`src/rtl/sort_pkg.sv`:
```
// sort_pkg: constants and state type shared by the 8-entry sorter and its read-side streamer.
package sort_pkg;
    localparam int NUM_ELEMS = 8;
    localparam int IDX_W = 3;
    typedef enum logic {IDLE, STREAM} stream_state_t;
endpackage

```
`src/rtl/sorted_vec_next_sel.sv`:
```
// sorted_vec_next_sel: picks the next slot to present and whether it ends the stream.
// mask_i marks unemitted slots; mask_i[NUM_ELEMS-1] set means nothing has been emitted yet.
module sorted_vec_next_sel
    import sort_pkg::*;
#(
    parameter int BITWIDTH = 3
) (
    input  logic [IDX_W-1:0]              idx_i,
    input  logic [NUM_ELEMS-1:0]          mask_i,
    input  logic [NUM_ELEMS*BITWIDTH-1:0] slots_i,
    output logic [IDX_W-1:0]              nxt_idx_o,
    output logic [BITWIDTH-1:0]           nxt_val_o,
    output logic                          last_o
);
`ifdef SORTED_VEC_STREAMER_DEDUP_EN
    logic [BITWIDTH-1:0] cur;
    logic [NUM_ELEMS-1:0] tail;
    always_comb begin
        cur = slots_i[idx_i*BITWIDTH +: BITWIDTH];
        nxt_idx_o = '0;
        tail = '0;
        for (int j = 0; j < NUM_ELEMS; j++)
            if (mask_i[j] && (mask_i[NUM_ELEMS-1] || slots_i[j*BITWIDTH +: BITWIDTH] != cur))
                nxt_idx_o = IDX_W'(j);
        nxt_val_o = slots_i[nxt_idx_o*BITWIDTH +: BITWIDTH];
        // last when nothing distinct remains below the chosen slot
        for (int j = 0; j < NUM_ELEMS; j++)
            tail[j] = mask_i[j] && (IDX_W'(j) < nxt_idx_o) && (slots_i[j*BITWIDTH +: BITWIDTH] != nxt_val_o);
        last_o = ~|tail;
    end
`else
    always_comb begin
        nxt_idx_o = mask_i[NUM_ELEMS-1] ? IDX_W'(NUM_ELEMS-1) : idx_i - 1'b1;
        nxt_val_o = slots_i[nxt_idx_o*BITWIDTH +: BITWIDTH];
        last_o = ~|(mask_i & ~(NUM_ELEMS'(1) << nxt_idx_o));
    end
`endif
endmodule

```
`src/rtl/sorted_vec_streamer.sv`:
```
// sorted_vec_streamer: captures a sorted 8-slot vector and streams it smallest-first over valid/ready.
// Define SORTED_VEC_STREAMER_DEDUP_EN to skip elements equal to the previously emitted one.
module sorted_vec_streamer
    import sort_pkg::*;
#(
    parameter int BITWIDTH = 3
) (
    input  logic                          clk,
    input  logic                          resetn,
    input  logic [NUM_ELEMS*BITWIDTH-1:0] din_vec,
    input  logic                          load,
    output logic                          busy,
    output logic [BITWIDTH-1:0]           dout,
    output logic                          dout_valid,
    input  logic                          dout_ready,
    output logic                          dout_last
);
    stream_state_t state_q, state_d;
    logic [NUM_ELEMS*BITWIDTH-1:0] slots_q, slots_d, sel_slots;
    logic [IDX_W-1:0] idx_q, idx_d, nxt_idx;
    logic [BITWIDTH-1:0] dout_q, dout_d, nxt_val;
    logic [NUM_ELEMS-1:0] mask;
    logic last_q, last_d, nxt_last, accept, hs, adv;

    assign accept = (state_q == IDLE) && load;
    assign hs = (state_q == STREAM) && dout_ready;
    assign adv = accept || (hs && !last_q);
    assign sel_slots = accept ? din_vec : slots_q;

    // remaining slots are those below the presented index, or all of them on capture
    always_comb begin
        mask = '0;
        for (int j = 0; j < NUM_ELEMS; j++)
            mask[j] = accept || (IDX_W'(j) < idx_q);
    end

    sorted_vec_next_sel #(.BITWIDTH(BITWIDTH)) u_next_sel (
        .idx_i    (idx_q),
        .mask_i   (mask),
        .slots_i  (sel_slots),
        .nxt_idx_o(nxt_idx),
        .nxt_val_o(nxt_val),
        .last_o   (nxt_last)
    );

    always_ff @(posedge clk) begin
        if (!resetn) begin
            state_q <= IDLE;
            slots_q <= '0;
            idx_q   <= IDX_W'(NUM_ELEMS-1);
            dout_q  <= '0;
            last_q  <= 1'b0;
        end else begin
            state_q <= state_d;
            slots_q <= slots_d;
            idx_q   <= idx_d;
            dout_q  <= dout_d;
            last_q  <= last_d;
        end
    end

    always_comb state_d = accept ? STREAM : (hs && last_q) ? IDLE : state_q;

    always_comb begin
        slots_d = sel_slots;
        idx_d   = adv ? nxt_idx : idx_q;
        dout_d  = adv ? nxt_val : dout_q;
        last_d  = adv ? nxt_last : hs ? 1'b0 : last_q;
    end

    always_comb begin
        busy       = state_q == STREAM;
        dout_valid = state_q == STREAM;
        dout       = dout_q;
        dout_last  = last_q;
    end
endmodule

```
`config.mk`:
```
export PLATFORM = sky130hd
export DESIGN_NAME = sorted_vec_streamer
export DESIGN_NICKNAME = d
export VERILOG_FILES = /design/src/rtl/sort_pkg.sv /design/src/rtl/sorted_vec_next_sel.sv /design/src/rtl/sorted_vec_streamer.sv
export SDC_FILE = /design/constraint.sdc
export NUM_CORES = 1
export LEC_CHECK = 0
export BUFFER_PORTS_ARGS = -buffer_cell sky130_fd_sc_hd__buf_2
export CORE_MARGIN = 5
export CORE_UTILIZATION = 43
export CTS_BUF_LIST = sky130_fd_sc_hd__clkbuf_4
export CTS_CLUSTER_SIZE = 12
export DETAILED_ROUTE_END_ITERATION = 8
export GPL_ROUTABILITY_DRIVEN = 0
export PLACE_DENSITY_LB_ADDON = 0.05
export SYNTH_ARGS = -nofsm -noshare
export SYNTH_HDL_FRONTEND = slang
export SYNTH_SLANG_ARGS = --single-unit
export TNS_END_PERCENT = 100
```
`constraint.sdc`:
```
create_clock -name clk -period 4.2 [get_ports clk]
set_input_delay 0.42 -clock clk [delete_from_list [all_inputs] [get_ports clk]]
set_output_delay 0.42 -clock clk [all_outputs]
set_load 0.005 [all_outputs]
```
==> flow_summary.yaml <==
synthesis:
  syn_area_per_cell_um2: 8.75
  synthDistinctLibCells: 33
  synth.most_common_cell: "sky130_fd_sc_hd__nand2_1"
  netlist_instances: 169
  synth_async_sr_flop_share_pct: 0
  synth_warnings: 0
  number_of_synthesized_flops_with_an_enable_pin: 0
  netlist_area_mm2: 0.00148
  yosysSeqAreaShare_pct: 43.3
  synth_largest_type_area_fraction_pct: 43.3
  synth.ff_latch_count: 32
  synth-main-ff-cell: "sky130_fd_sc_hd__dfxtp_1"
  synth_top_cells_by_count: "sky130_fd_sc_hd__nand2_1 (50), sky130_fd_sc_hd__dfxtp_1 (32), sky130_fd_sc_hd__a21boi_0 (23)"
  synth_nets: 199
  post_synth_main_area_contributors: "sky130_fd_sc_hd__dfxtp_1 (43%), sky130_fd_sc_hd__nand2_1 (13%), sky130_fd_sc_hd__a21boi_0 (12%)"
  post-synth-top-area-cell: "sky130_fd_sc_hd__dfxtp_1"
timing:
  setup_violations: 0
  max_freq_mhz: 440
  rsz0062_at_grt: "no"
  worstMarginPinSlew_ps: 1110
  final_number_of_hold_violating_endpoints: 0
  finalWorstPathRequiredPeriod_ps: 2270
  finClkSkew_ps: 11.6
  fin_setup_tns_ps: 0
  slew_viol_final: 0
  max-slew-margin-rel_pct: 25.8
  portion_of_the_clock_cycle_consumed_by_the_worst_path_in_the_final_layout_pct: 54.1
clocking:
  postCtsSetupBuffers: 0
  clk_root_buffer_cell: "sky130_fd_sc_hd__clkbuf_4"
  cts.reportedPaths.clkPinSlew_ps: 100
  cts_htree_levels: 2
  cts-buffers-inserted: 5
  post_cts_resize_count: 0
  cts-root-to-sink-buffers: 2
  clk-insertion-delay-late_ps: 330
  clock_sinks: 32
  tritoncts_clock_tree: "done"
  cts_hold_buffers: 0
layout:
  finalInstanceArea_mm2: 0.00169
  drive_gt1_share_pct: 22.7
  syn2layout_area_growth_pct: 14.6
  layout.cells.non_filler: 244
  antennaDiodeCount: 0
  final_nets: 227
  final_core_utilization_pct: 50.8
  fill_cells: 358
setup_path:
  setup.worst_path.end_class: "flop"
  timing.critical_path.slowest_cell_delay_ps: 630
  crit_chain: "inv_1 -> ha_1 -> mux2i_1 -> nor3_1 -> o311ai_1 -> o211ai_1"
  cp_max_fo: 10
  worst_setup_path_start_kind: "flop"
  worst_r2r_path_depth: 6
  worst-setup-path-type: "flop to flop"
  critical_path.n_buffers_inverters: 1
  reg2reg_setup_slack_ps: 1930
  crit_path_dat_ps: 2480
  cp_slowest_cell: "sky130_fd_sc_hd__ha_1"
  critical_path_required_ps: 4410
  reg2reg_from: "idx_q[0]"
  reg2reg_to: "dout[2]"
  critical_path.top_delay_family: "adder cells"
run:
  maxCapViolations: 0
route:
  detail-route-antenna-nets: 0
  drc: 0
  first_pass_iters: 4
  highest-signal-layer: "met4"
  via_count: 1230
  route.met2.wl_um: 1520
  routedWlPerCell_um: 13.0
  met3_wirelength_um: 143
  detail_route.wirelength_um: 3170
  met1_length_um: 1450
  routed_via_density: 5.04
  drt_first_iter_violations: 84
worst_hold_path:
  timing.hold.worst.start: "dout_ready"
  hold-path-cell-count: 2
  worstHoldPathType: "primary input to flop"
  holdPathEnd: "busy"
global_routing:
  vias_in_the_first_global_route: 1197
  grtUsageTotal_pct: 15.5
  globalRouteOverflowTotal: 0
  global_route_wire_length_before_repair_um: 5330
  grt_antenna_before_repair: 0
  grt_max_degree: 30
placed_design:
  placed_standard_cell_area_mm2: 0.00164
  dp_cells: 236
  place.port_buffers: 33
  hpwl_after_detailed_placement_um: 2290
die:
  floorplan.io_pins: 34
  fp.dieH_um: 68.6
  start_util_pct: 44.3
  placement_rows: 21
  coreArea_mm2: 0.00334
  die_w_um: 68.6
  area_of_the_die_mm2: 0.00471
power_and_ir_drop:
  powerDensity_mw_per_mm2: 341
  max-vdd-ir-drop_mv: 0.196
  total_leakage_power_uw: 0.000714
run_status:
  status: "finished clean"
==> report_power, final <==
group	switching, µW	leakage [µW]	internal (µW)	total [µW]
logic	39.1	0.000417	36.1	75.2
registers	10.2	0.000262	319	330
clock network	96.0	0.0000338	77.2	173
==> cell type report <==
cell class,instances,area (µm²),area share [%]
Clock inverter,1,3.75,0.222
Inverter,4,15.0,0.886
Timing Repair Buffer,34,173,10.2
Multi-Input combinational cell,120,752,44.4
Tap cell,46,57.6,3.40
Clock buffer,7,52.6,3.10
Sequential cell,32,641,37.8
==> cells in the final DEF, fill, tap and decap left out, types with 2 or more instances in the layout <==
master                     instances
sky130_fd_sc_hd__a21boi_0         23
sky130_fd_sc_hd__a21boi_1          2
sky130_fd_sc_hd__a31oi_1           2
sky130_fd_sc_hd__and2_1            2
sky130_fd_sc_hd__buf_2            33
sky130_fd_sc_hd__clkbuf_4          7
sky130_fd_sc_hd__dfxtp_1          32
sky130_fd_sc_hd__ha_1              2
sky130_fd_sc_hd__inv_1             4
sky130_fd_sc_hd__mux2i_1           3
sky130_fd_sc_hd__mux4_1            2
sky130_fd_sc_hd__mux4_2            2
sky130_fd_sc_hd__nand2_1          50
sky130_fd_sc_hd__nand3_1           4
sky130_fd_sc_hd__nor2_1            3
sky130_fd_sc_hd__nor2b_1           2
sky130_fd_sc_hd__nor3_1            4
sky130_fd_sc_hd__o211ai_1          2
sky130_fd_sc_hd__o21ai_0           4
sky130_fd_sc_hd__o221ai_1          2
==> sequential cells by signal, summed over array words and instances, names as in the netlist <==
| register | cells |
|---|---|
| busy | 1 |
| idx_q | 3 |
| dout_last | 1 |
| dout | 3 |
| slots_q | 24 |
==> worst max-delay path by stage <==
stage | startpoint | cells after the start | slack (ps) | to
after CTS | idx_q[0] | 6 | 1940 | dout[2]
after detailed placement | load | 6 | 1940 | dout[1]
after floorplan | idx_q[0] | 8 | 2470 | dout[2]
after global placement | idx_q[0] | 6 | 1980 | dout[2]
after global routing | idx_q[0] | 6 | 1760 | dout[2]
final | idx_q[0] | 6 | 1930 | dout[2]
==> routing by layer <==
metal  vias to the layer above  track usage, %
met4                         0            7.44
li1                        632               -
met5                         -               0
met2                        25            25.0
met3                         7            4.21
met1                       566            18.8
==> cells by family after synthesis <==
| family | Yosys count | share of synthesized area [%] |
|---|---|---|
| and+or+nand+nor | 69 | 19.8 |
| buffers and inverters | 17 | 5.84 |
| xor gates and xnor gates | 1 | 0.592 |
| adders and majority gates | 2 | 1.69 |
| muxes | 8 | 9.39 |
| AOI/OAI and AO/OA | 40 | 19.4 |
| DFF | 32 | 43.3 |
==> stage by stage <==
step	worst slack (ps)	hold slack (ps)	power, µW
final	1930	307	578
after global routing	1760	316	615
after CTS	1940	296	588
after detailed placement	1940	460	413
after global placement	1980	450	411
after floorplan	2470	439	388
Note: power is estimated with default switching activity, not from simulation.
